`src/rtl/axis_channel_sync.sv`:
```
// axis_channel_sync
// Handshake and frame-alignment controller in front of the four-channel
// real/imag beamforming adder. Every enabled input stream advances on the same
// cycle. Frame boundaries are checked against a programmed length, and on a
// misalignment the streams are flushed to a common frame boundary. No data
// passes through this block; tdata routes straight to the adder.
//
// Ports:
//   clock, reset            rising-edge clock, synchronous active-high reset
//   enable                  run request
//   stream_mask             participating streams, latched on IDLE->RUN
//   frame_len               beats per frame (0 = unchecked), latched on IDLE->RUN
//   clear_status            clears sticky flags and error_count
//   s_tvalid/s_tlast/s_tready  per-stream AXI-Stream sideband
//   m_tvalid/m_tready/m_tlast  joined handshake toward the adder
//   state                   0=IDLE, 1=RUN, 2=FLUSH
//   frame_count             good frames completed (wraps)
//   error_count             misalignment events (saturates)
//   misalign_flag           sticky misalignment indicator
//   timeout_flag            sticky partial-valid timeout indicator
module axis_channel_sync #(
    parameter int NUM_STREAMS    = 8,
    parameter int CNT_WIDTH      = 16,
    parameter int TIMEOUT_CYCLES = 1024
) (
    input  logic                   clock,
    input  logic                   reset,
    input  logic                   enable,
    input  logic [NUM_STREAMS-1:0] stream_mask,
    input  logic [CNT_WIDTH-1:0]   frame_len,
    input  logic                   clear_status,
    input  logic [NUM_STREAMS-1:0] s_tvalid,
    input  logic [NUM_STREAMS-1:0] s_tlast,
    output logic [NUM_STREAMS-1:0] s_tready,
    output logic                   m_tvalid,
    input  logic                   m_tready,
    output logic                   m_tlast,
    output logic [1:0]             state,
    output logic [CNT_WIDTH-1:0]   frame_count,
    output logic [CNT_WIDTH-1:0]   error_count,
    output logic                   misalign_flag,
    output logic                   timeout_flag
);

    localparam int TO_W = $clog2(TIMEOUT_CYCLES + 1);

    typedef enum logic [1:0] {
        ST_IDLE  = 2'd0,
        ST_RUN   = 2'd1,
        ST_FLUSH = 2'd2
    } state_e;

    state_e                 state_q, state_d;
    logic [NUM_STREAMS-1:0] mask_q, mask_d;
    logic [NUM_STREAMS-1:0] done_q, done_d;
    logic [CNT_WIDTH-1:0]   len_q, len_d;
    logic [CNT_WIDTH-1:0]   beat_q, beat_d;
    logic [CNT_WIDTH-1:0]   frames_q, frames_d;
    logic [CNT_WIDTH-1:0]   errors_q, errors_d;
    logic                   misalign_q, misalign_d;
    logic                   timeout_q, timeout_d;
    logic [TO_W-1:0]        to_cnt_q, to_cnt_d;

    logic                 in_run, in_flush;
    logic                 all_v, any_v, any_l, all_l, fire;
    logic [CNT_WIDTH-1:0] len_m1, err_base;
    logic                 at_end, before_end;
    logic                 good_last, good_mid, err_early, err_partial, err_missing, err_evt;
    logic                 flush_done, partial_v, to_hit;

    assign in_run   = (state_q == ST_RUN);
    assign in_flush = (state_q == ST_FLUSH);

    // Masked-off streams count as valid/last so they never block the join.
    assign all_v = &(s_tvalid | ~mask_q);
    assign any_v = |(s_tvalid & mask_q);
    assign any_l = |(s_tlast & mask_q);
    assign all_l = &(s_tlast | ~mask_q);
    assign fire  = in_run & all_v & m_tready;

    assign len_m1     = len_q - CNT_WIDTH'(1);
    assign at_end     = (len_q != '0) && (beat_q == len_m1);
    assign before_end = (len_q != '0) && (beat_q < len_m1);

    // Beat classification; exactly one of these is set on every fire.
    assign err_partial = fire & any_l & ~all_l;
    assign good_last   = fire & all_l & ~before_end;
    assign err_early   = fire & all_l & before_end;
    assign err_missing = fire & ~any_l & at_end;
    assign good_mid    = fire & ~any_l & ~at_end;
    assign err_evt     = err_partial | err_early | err_missing;

    // Uses the registered done set, so a flush always spans at least one cycle.
    assign flush_done = &(done_q | ~mask_q);

    assign partial_v = in_run & any_v & ~all_v;
    assign to_hit    = partial_v & (to_cnt_q == TO_W'(TIMEOUT_CYCLES - 1));

    assign m_tvalid = in_run & all_v;
    assign m_tlast  = m_tvalid & (at_end | any_l);

    always_comb begin
        s_tready = '0;
        if (in_run && all_v && m_tready) begin
            s_tready = mask_q;
        end else if (in_flush) begin
            s_tready = mask_q & ~done_q;
        end
    end

    always_comb begin
        state_d  = state_q;
        mask_d   = mask_q;
        len_d    = len_q;
        beat_d   = beat_q;
        done_d   = done_q;
        frames_d = frames_q;

        case (state_q)
            ST_IDLE: begin
                if (enable && (stream_mask != '0)) begin
                    state_d = ST_RUN;
                    mask_d  = stream_mask;
                    len_d   = frame_len;
                    beat_d  = '0;
                    done_d  = '0;
                end
            end
            ST_RUN: begin
                if (good_last || err_early) begin
                    beat_d = '0;
                    if (good_last) frames_d = frames_q + CNT_WIDTH'(1);
                    if (!enable) state_d = ST_IDLE;
                end else if (good_mid) begin
                    beat_d = beat_q + CNT_WIDTH'(1);
                end else if (err_partial) begin
                    // Streams that already delivered their tlast are finished.
                    done_d  = s_tlast & mask_q;
                    state_d = ST_FLUSH;
                end else if (err_missing) begin
                    done_d  = '0;
                    state_d = ST_FLUSH;
                end else if (!enable && (beat_q == '0)) begin
                    state_d = ST_IDLE;
                end
            end
            ST_FLUSH: begin
                if (flush_done) begin
                    beat_d  = '0;
                    done_d  = '0;
                    state_d = enable ? ST_RUN : ST_IDLE;
                end else begin
                    done_d = done_q | (s_tvalid & s_tready & s_tlast);
                end
            end
            default: state_d = ST_IDLE;
        endcase
    end

    // Status: a set event in the same cycle as clear_status wins.
    always_comb begin
        err_base   = clear_status ? '0 : errors_q;
        errors_d   = err_base;
        if (err_evt && (err_base != '1)) errors_d = err_base + CNT_WIDTH'(1);
        misalign_d = err_evt | (misalign_q & ~clear_status);
        timeout_d  = to_hit | (timeout_q & ~clear_status);
        to_cnt_d   = '0;
        if (partial_v) begin
            to_cnt_d = (to_cnt_q == TO_W'(TIMEOUT_CYCLES)) ? to_cnt_q : to_cnt_q + TO_W'(1);
        end
    end

    always_ff @(posedge clock) begin
        if (reset) begin
            state_q    <= ST_IDLE;
            mask_q     <= '0;
            len_q      <= '0;
            beat_q     <= '0;
            done_q     <= '0;
            frames_q   <= '0;
            errors_q   <= '0;
            misalign_q <= 1'b0;
            timeout_q  <= 1'b0;
            to_cnt_q   <= '0;
        end else begin
            state_q    <= state_d;
            mask_q     <= mask_d;
            len_q      <= len_d;
            beat_q     <= beat_d;
            done_q     <= done_d;
            frames_q   <= frames_d;
            errors_q   <= errors_d;
            misalign_q <= misalign_d;
            timeout_q  <= timeout_d;
            to_cnt_q   <= to_cnt_d;
        end
    end

    assign state         = state_q;
    assign frame_count   = frames_q;
    assign error_count   = errors_q;
    assign misalign_flag = misalign_q;
    assign timeout_flag  = timeout_q;

endmodule

```
`config.mk`:
```
export PLATFORM = sky130hd
export DESIGN_NAME = axis_channel_sync
export DESIGN_NICKNAME = d
export VERILOG_FILES = /design/src/rtl/axis_channel_sync.sv
export SDC_FILE = /design/constraint.sdc
export NUM_CORES = 1
export LEC_CHECK = 0
export CORE_MARGIN = 3
export CORE_UTILIZATION = 58
export CTS_CLUSTER_DIAMETER = 60
export DETAILED_ROUTE_END_ITERATION = 12
export PLACE_DENSITY = 0.86
export SYNTH_ARGS = -nofsm -noshare
export SYNTH_HDL_FRONTEND = slang
export SYNTH_SLANG_ARGS = --single-unit
```
`constraint.sdc`:
```
create_clock -name clock -period 6.5 [get_ports clock]
set_input_delay 1.95 -clock clock [delete_from_list [all_inputs] [get_ports clock]]
set_output_delay 1.95 -clock clock [all_outputs]
set_load 0.1 [all_outputs]
```
Word-level counts from Yosys, hierarchy flattened
Index checks and enable logic that the tools add are counted.
{"block": "totals", "elab_cells": 121, "reg_bits": 95, "output_inout_bits": 46, "inputBits": 45}
{"block": "classes", "order_cmp": 1, "n_eq_ne": 15, "muxes": 26, "n_reduce_logical": 25, "bitwise": 39, "add_sub_neg": 5}
{"cell": "two-way mux 16 bit", "count": 6}
{"cell": "two-way mux 8 bit", "count": 8}
{"cell": "adder 16 x 1 -> 16 bit (second input constant)", "count": 3}
{"cell": "case mux 16 bit (3 select lines)", "count": 1}
{"cell": "bitwise AND 8 bit", "count": 5}
{"cell": "OR 8 bit", "count": 4}
{"cell": "case mux 8 bit (3 select lines)", "count": 1}
{"cell": "AND reduction 8 bit", "count": 3}
{"cell": "bitwise AND 1 bit", "count": 16}
{"cell": "equality test 16 bit", "count": 1}
{"cell": "logical NOT 16 bit", "count": 1}
{"cell": "< comparator 16 bit", "count": 1}
{"cell": "two-way mux 2 bit", "count": 8}
{"cell": "inequality test 16 bit (second input constant)", "count": 1}
{"cell": "NOT 8 bit", "count": 2}
{"cell": "nonzero test 16 bit", "count": 1}
{"cell": "OR reduction 8 bit", "count": 2}
{"cell": "subtractor 16 x 1 -> 16 bit (second input constant)", "count": 1}
{"cell": "adder 11 x 1 -> 11 bit (second input constant)", "count": 1}
{"cell": "equality test 11 x 10 -> 1 bit (second input constant)", "count": 1}
{"cell": "equality test 11 bit (second input constant)", "count": 1}
{"cell": "AND reduction 5 bit", "count": 2}
{"cell": "nonzero test 8 bit", "count": 1}
{"cell": "logical AND 1 bit", "count": 7}
{"cell": "other kinds (20)", "count": 33}

Longest topological paths before layout
{"block": "logic_depth", "ltp_word": 12, "ltp_mapped": 15, "mapped_depth_nobuf": 13}

Least setup slack after synthesis
Ideal clock, no wire load.
{"block": "synth_path", "path_kind": "in2out", "start": "input port s_tvalid[0]", "end": "output port m_tlast", "path_stages": 4, "slack_ns": 0.036, "t_arrival_ns": 4.514, "t_required_ns": 4.550, "path_buffers": 0, "cell_sequence": "nand2b_1 o2111a_1 and3_1 nor2b_1"}
{"block": "synth_via", "elab_chain_cells": 4}
{"element": "start: declaration", "line": "32", "text": "input logic [NUM_STREAMS-1:0] s_tvalid,"}
{"element": "OR 8 bit", "line": "75", "text": "assign all_v = &(s_tvalid | ~mask_q);"}
{"element": "AND reduction 8 bit", "line": "75"}
{"element": "bitwise AND 1 bit", "line": "99", "text": "assign m_tvalid = in_run & all_v;"}
{"element": "named net m_tvalid", "line": "35", "text": "output logic m_tvalid,"}
{"element": "bitwise AND 1 bit", "line": "100", "text": "assign m_tlast = m_tvalid & (at_end | any_l);"}
{"element": "end: declaration", "line": "37", "text": "output logic m_tlast,"}
The timed path passes the listed nets, and every way through them passes these cells.

Final worst setup path
{"block": "layout_path", "start": "input port s_tvalid[0]", "end": "output port s_tready[3]"}
{"block": "layout_via", "elab_chain_cells": 5}
{"element": "OR 8 bit", "line": "75"}
{"element": "AND reduction 8 bit", "line": "75"}
{"element": "logical AND 1 bit (2 in a row)", "line": "104", "text": "if (in_run && all_v && m_tready) begin"}
{"element": "two-way mux 8 bit", "line": "104"}
{"element": "end: declaration", "line": "34", "text": "output logic [NUM_STREAMS-1:0] s_tready,"}
Every way passes these cells.

==> results.md <==
| Quantity | Reported |
| --- | --- |
| Clock latency at the later pin of the worst-skew pair | 0.38 ns |
| Async SR Flop Fraction | 0% |
| Synth Register Bits | 95 |
| Reg area | 1900 µm² |
| Startpoint of the worst hold path | misalign_flag |
| Drt drc | 0 |
| Critical path startpoint category | input pin |
| Number of vias in the routed layout | 5487 |
| Routed length on met2 | 7.74 mm |
| CP required | 4.55 ns |
| Area added between synthesis and finish | 22.1% |
| Sinks on Clock Net | 95 |
| # fillers | 715 |
| Via-to-Cell Ratio | 6.09 |
| Combinational cell fraction of total power | 35.8% |
| Highest-count cells in the layout ignoring fill and taps | sky130_fd_sc_hd__dfxtp_1, sky130_fd_sc_hd__nand2_1, sky130_fd_sc_hd__clkdlybuf4s50_1, sky130_fd_sc_hd__a21oi_1, sky130_fd_sc_hd__nor2_1 |
| Distinct cell type count of the synthesized netlist | 68 |
| Worst slew pin tran | 0.997 ns |
| CTS Buf Count | 9 |
| Area of the mapped netlist | 5570 µm² |
| Number of failing hold endpoints at the final stage | 0 |
| Starting density of the core | 60.0% |
| Leakage dissipation | 2.31 nW |
| Total power density per cell area | 238 nW/µm² |
| Worst setup slack after layout | 0.628 ns |
| Design area | 6800 µm² |
| Ports | 91 |
| Count of warnings emitted by yosys | 0 |
| Sequential element share of the synthesized area | 34.2% |
| Average size of a mapped cell | 8.01 µm² |
| # Post-CTS Setup Buffers | 0 |
| Estimated wirelength of the detail-placed design | 11.8 mm |
| Top fanout value on the critical path | 14 |
| Initial antenna violation count | 0 |
| Total Nets Final | 840 |
| Library cell used as clock root buffer | sky130_fd_sc_hd__clkbuf_8 |
| Met3 wirelength from detailed routing | 1.11 mm |
| Origin of the critical flop-to-flop path | len_q[2] |
| Width of the die | 104 µm |
| Critical path start-end classification | in -> out |
| Maximum number of pins on one net before global-route repair | 36 |
| Global-route usage over all layers | 28.9% |
| Number of nets with antenna violations after detailed routing | 0 |
| Cells resized by post-CTS repair | 0 |
| Final Power | 1.62 mW |
| TritonCTS clock tree | built |
| CTS clk-pin slew, worst paths | 0.09 ns |
| Share of layout cells above drive strength 1 | 7.25% |
| Die Span Y | 104 µm |
| Final cycle utilization of the critical path | 90.3% |
| Register share of total power | 40.1% |
| ANT cells | 0 |
| Finished Layout Cells | 901 |
| Leading cell type in the layout, fill and taps excluded | sky130_fd_sc_hd__dfxtp_1 |
| Max Clock Skew | 0.0259 ns |
| Final weighted congestion in routability-driven placement | 1.02 |
| DRC violation total after the first TritonRoute iteration | 281 |
| Final routed wirelength across all metal layers | 15.7 mm |
| Status | completed |
| Max Cap Violations | 0 |
| Number of placement rows | 35 |
| Gate count of the mapped netlist | 695 |
| CTS hold repair buffers | 0 |
| Routed metal-1 wire length | 6.50 mm |
| Worst slack on hold paths | 0.489 ns |
| Die footprint | 10800 µm² |
| Sort of element at the end of the critical path | output pin |
| CP startpoint | s_tvalid[0] |
| Number of flops mapped to enable cells by yosys | 0 |
| Total negative slack | 0 ns |
| Buffer levels on the longest clock path | 2 |
| Placed inst area | 6600 µm² |
| Clk pwr share | 24.1% |
| Internal power summed over all cells | 965 µW |
| Total instance count after detailed placement | 885 |
| Number of global-route vias before repair | 5416 |
| Total area of multi-input combinational cells | 3440 µm² |
| Peak supply drop | 0.162 mV |
| Worst slack at placement | 0.681 ns |
| Crit path arrival time | 3.92 ns |
| Setup repair after global routing missed its margin | false |
| Final setup violation count | 0 |
| Switching portion of total power | 40.2% |
| Fin. max-slew vios | 0 |
| Number of detailed-route iterations in the first pass | 5 |
| Final worst path period need | 5.87 ns |
| Global-route wire length before repair | 26.1 mm |
| Final Util | 73.2% |
| GR Overflow Total | 0 |
| Hold Crit Class | reg -> reg |
| Net switching power figure | 650 µW |
| Relative max-transition margin | 33.3% |
| Core ar. | 9280 µm² |
| Uppermost metal layer occupied by signal nets | met4 |
| Average wire per cell in the routed design | 17.4 µm |
| Buffers added on ports | 90 |
| Primary FF master, synth | sky130_fd_sc_hd__dfxtp_1 |
| Total number of H-tree levels | 3 |
| Number of nets in the synthesized netlist | 768 |
| Upper clock frequency limit | 170 MHz |
worst paths after layout:
| kind | end | slack [ns] | cells after the start |
|---|---|---|---|
| worst max-delay path | s_tready[3] | 0.63 | 6 |
| worst min-delay path | misalign_flag | 0.49 | 2 |
| worst max register to register | error_count[9] | 2.27 | 13 |
| worst min register to register | misalign_flag | 0.49 | 2 |
flip-flops by register name (all words and copies together) (netlist names):
name and flops:
beat_q 16, error_count 16, frame_count 16, len_q 16
to_cnt_q 11, done_q 8, mask_q 8, state 2
misalign_flag 1, timeout_flag 1
cell families (layout without fill, tap and decap cells):
logic type	count (synthesis)	in the layout	share of synthesized area (%)
muxes	6	6	1.17
and+or+nand+nor	303	303	28.8
adders and majority gates	28	28	6.29
xor gates and xnor gates	41	41	6.45
AOI/OAI and AO/OA	163	163	19.0
buffers and inverters	59	136	4.18
DFF	95	95	34.2
cells in the mapped netlist (all sizes together) (3+ instances only):
| library cell | n | share of area, % |
|---|---|---|
| dfxtp | 95 | 34 |
| nand2 | 91 | 6.2 |
| a21oi | 76 | 6.9 |
| nor2 | 50 | 3.4 |
| xnor2 | 30 | 4.7 |
| ha | 28 | 6.3 |
| inv | 27 | 1.8 |
| clkbuf | 26 | 1.8 |
| nand3 | 24 | 2.2 |
| nand2b | 20 | 2.2 |
| o21ai | 19 | 1.7 |
| nor4 | 18 | 2.8 |
| nor3 | 15 | 1.3 |
| and3 | 14 | 1.6 |
| nand4 | 14 | 1.7 |
| nor2b | 13 | 1.5 |
| or3 | 11 | 1.2 |
| xor2 | 11 | 1.7 |
| a2bb2oi | 8 | 1.3 |
| o22ai | 8 | 0.90 |
| o2bb2ai | 8 | 1.3 |
| a211oi | 7 | 1.2 |
| or4 | 7 | 0.94 |
| a2111oi | 6 | 1.2 |
| buf | 6 | 0.61 |
| nand4b | 5 | 0.79 |
| a21o | 4 | 0.54 |
| a22oi | 4 | 0.54 |
| and2 | 4 | 0.45 |
| mux2 | 4 | 0.81 |
| o31ai | 4 | 0.54 |
| or2 | 4 | 0.45 |
| a21boi | 3 | 0.40 |
| and4 | 3 | 0.47 |
| nor4b | 3 | 0.58 |
critical path: stages:
cell and delay (ns):
sky130_fd_sc_hd__clkdlybuf4s50_1 0.51, sky130_fd_sc_hd__nand2b_1 0.14, sky130_fd_sc_hd__o2111a_1 0.25, sky130_fd_sc_hd__nand3_1 0.42, sky130_fd_sc_hd__a21oi_1 0.43, sky130_fd_sc_hd__buf_12 0.22
layer usage:
layer / GRT usage, % / up-vias
met5: 0 / -
met4: 7.50 / 0
met3: 6.64 / 26
met2: 50.7 / 221
met1: 35.5 / 2597
li1: - / 2643
power groups by stage:
stage / clock, mW / sequential [mW] / combinational [mW]
after floorplan: 0 / 0.684 / 0.393
after global placement: 0 / 0.656 / 0.550
after detailed placement: 0 / 0.659 / 0.571
after CTS: 0.396 / 0.646 / 0.574
after global routing: 0.421 / 0.651 / 0.628
final: 0.389 / 0.647 / 0.579
cell type report:
cell class,instances,area share [%]
Clock buffer,10,2.03
Clock inverter,6,0.920
Inverter,27,1.49
Multi-Input combinational cell,541,50.6
Sequential cell,95,28.0
Tap cell,129,2.37
Timing Repair Buffer,93,14.6
Note: power is estimated with default switching activity, not from simulation.
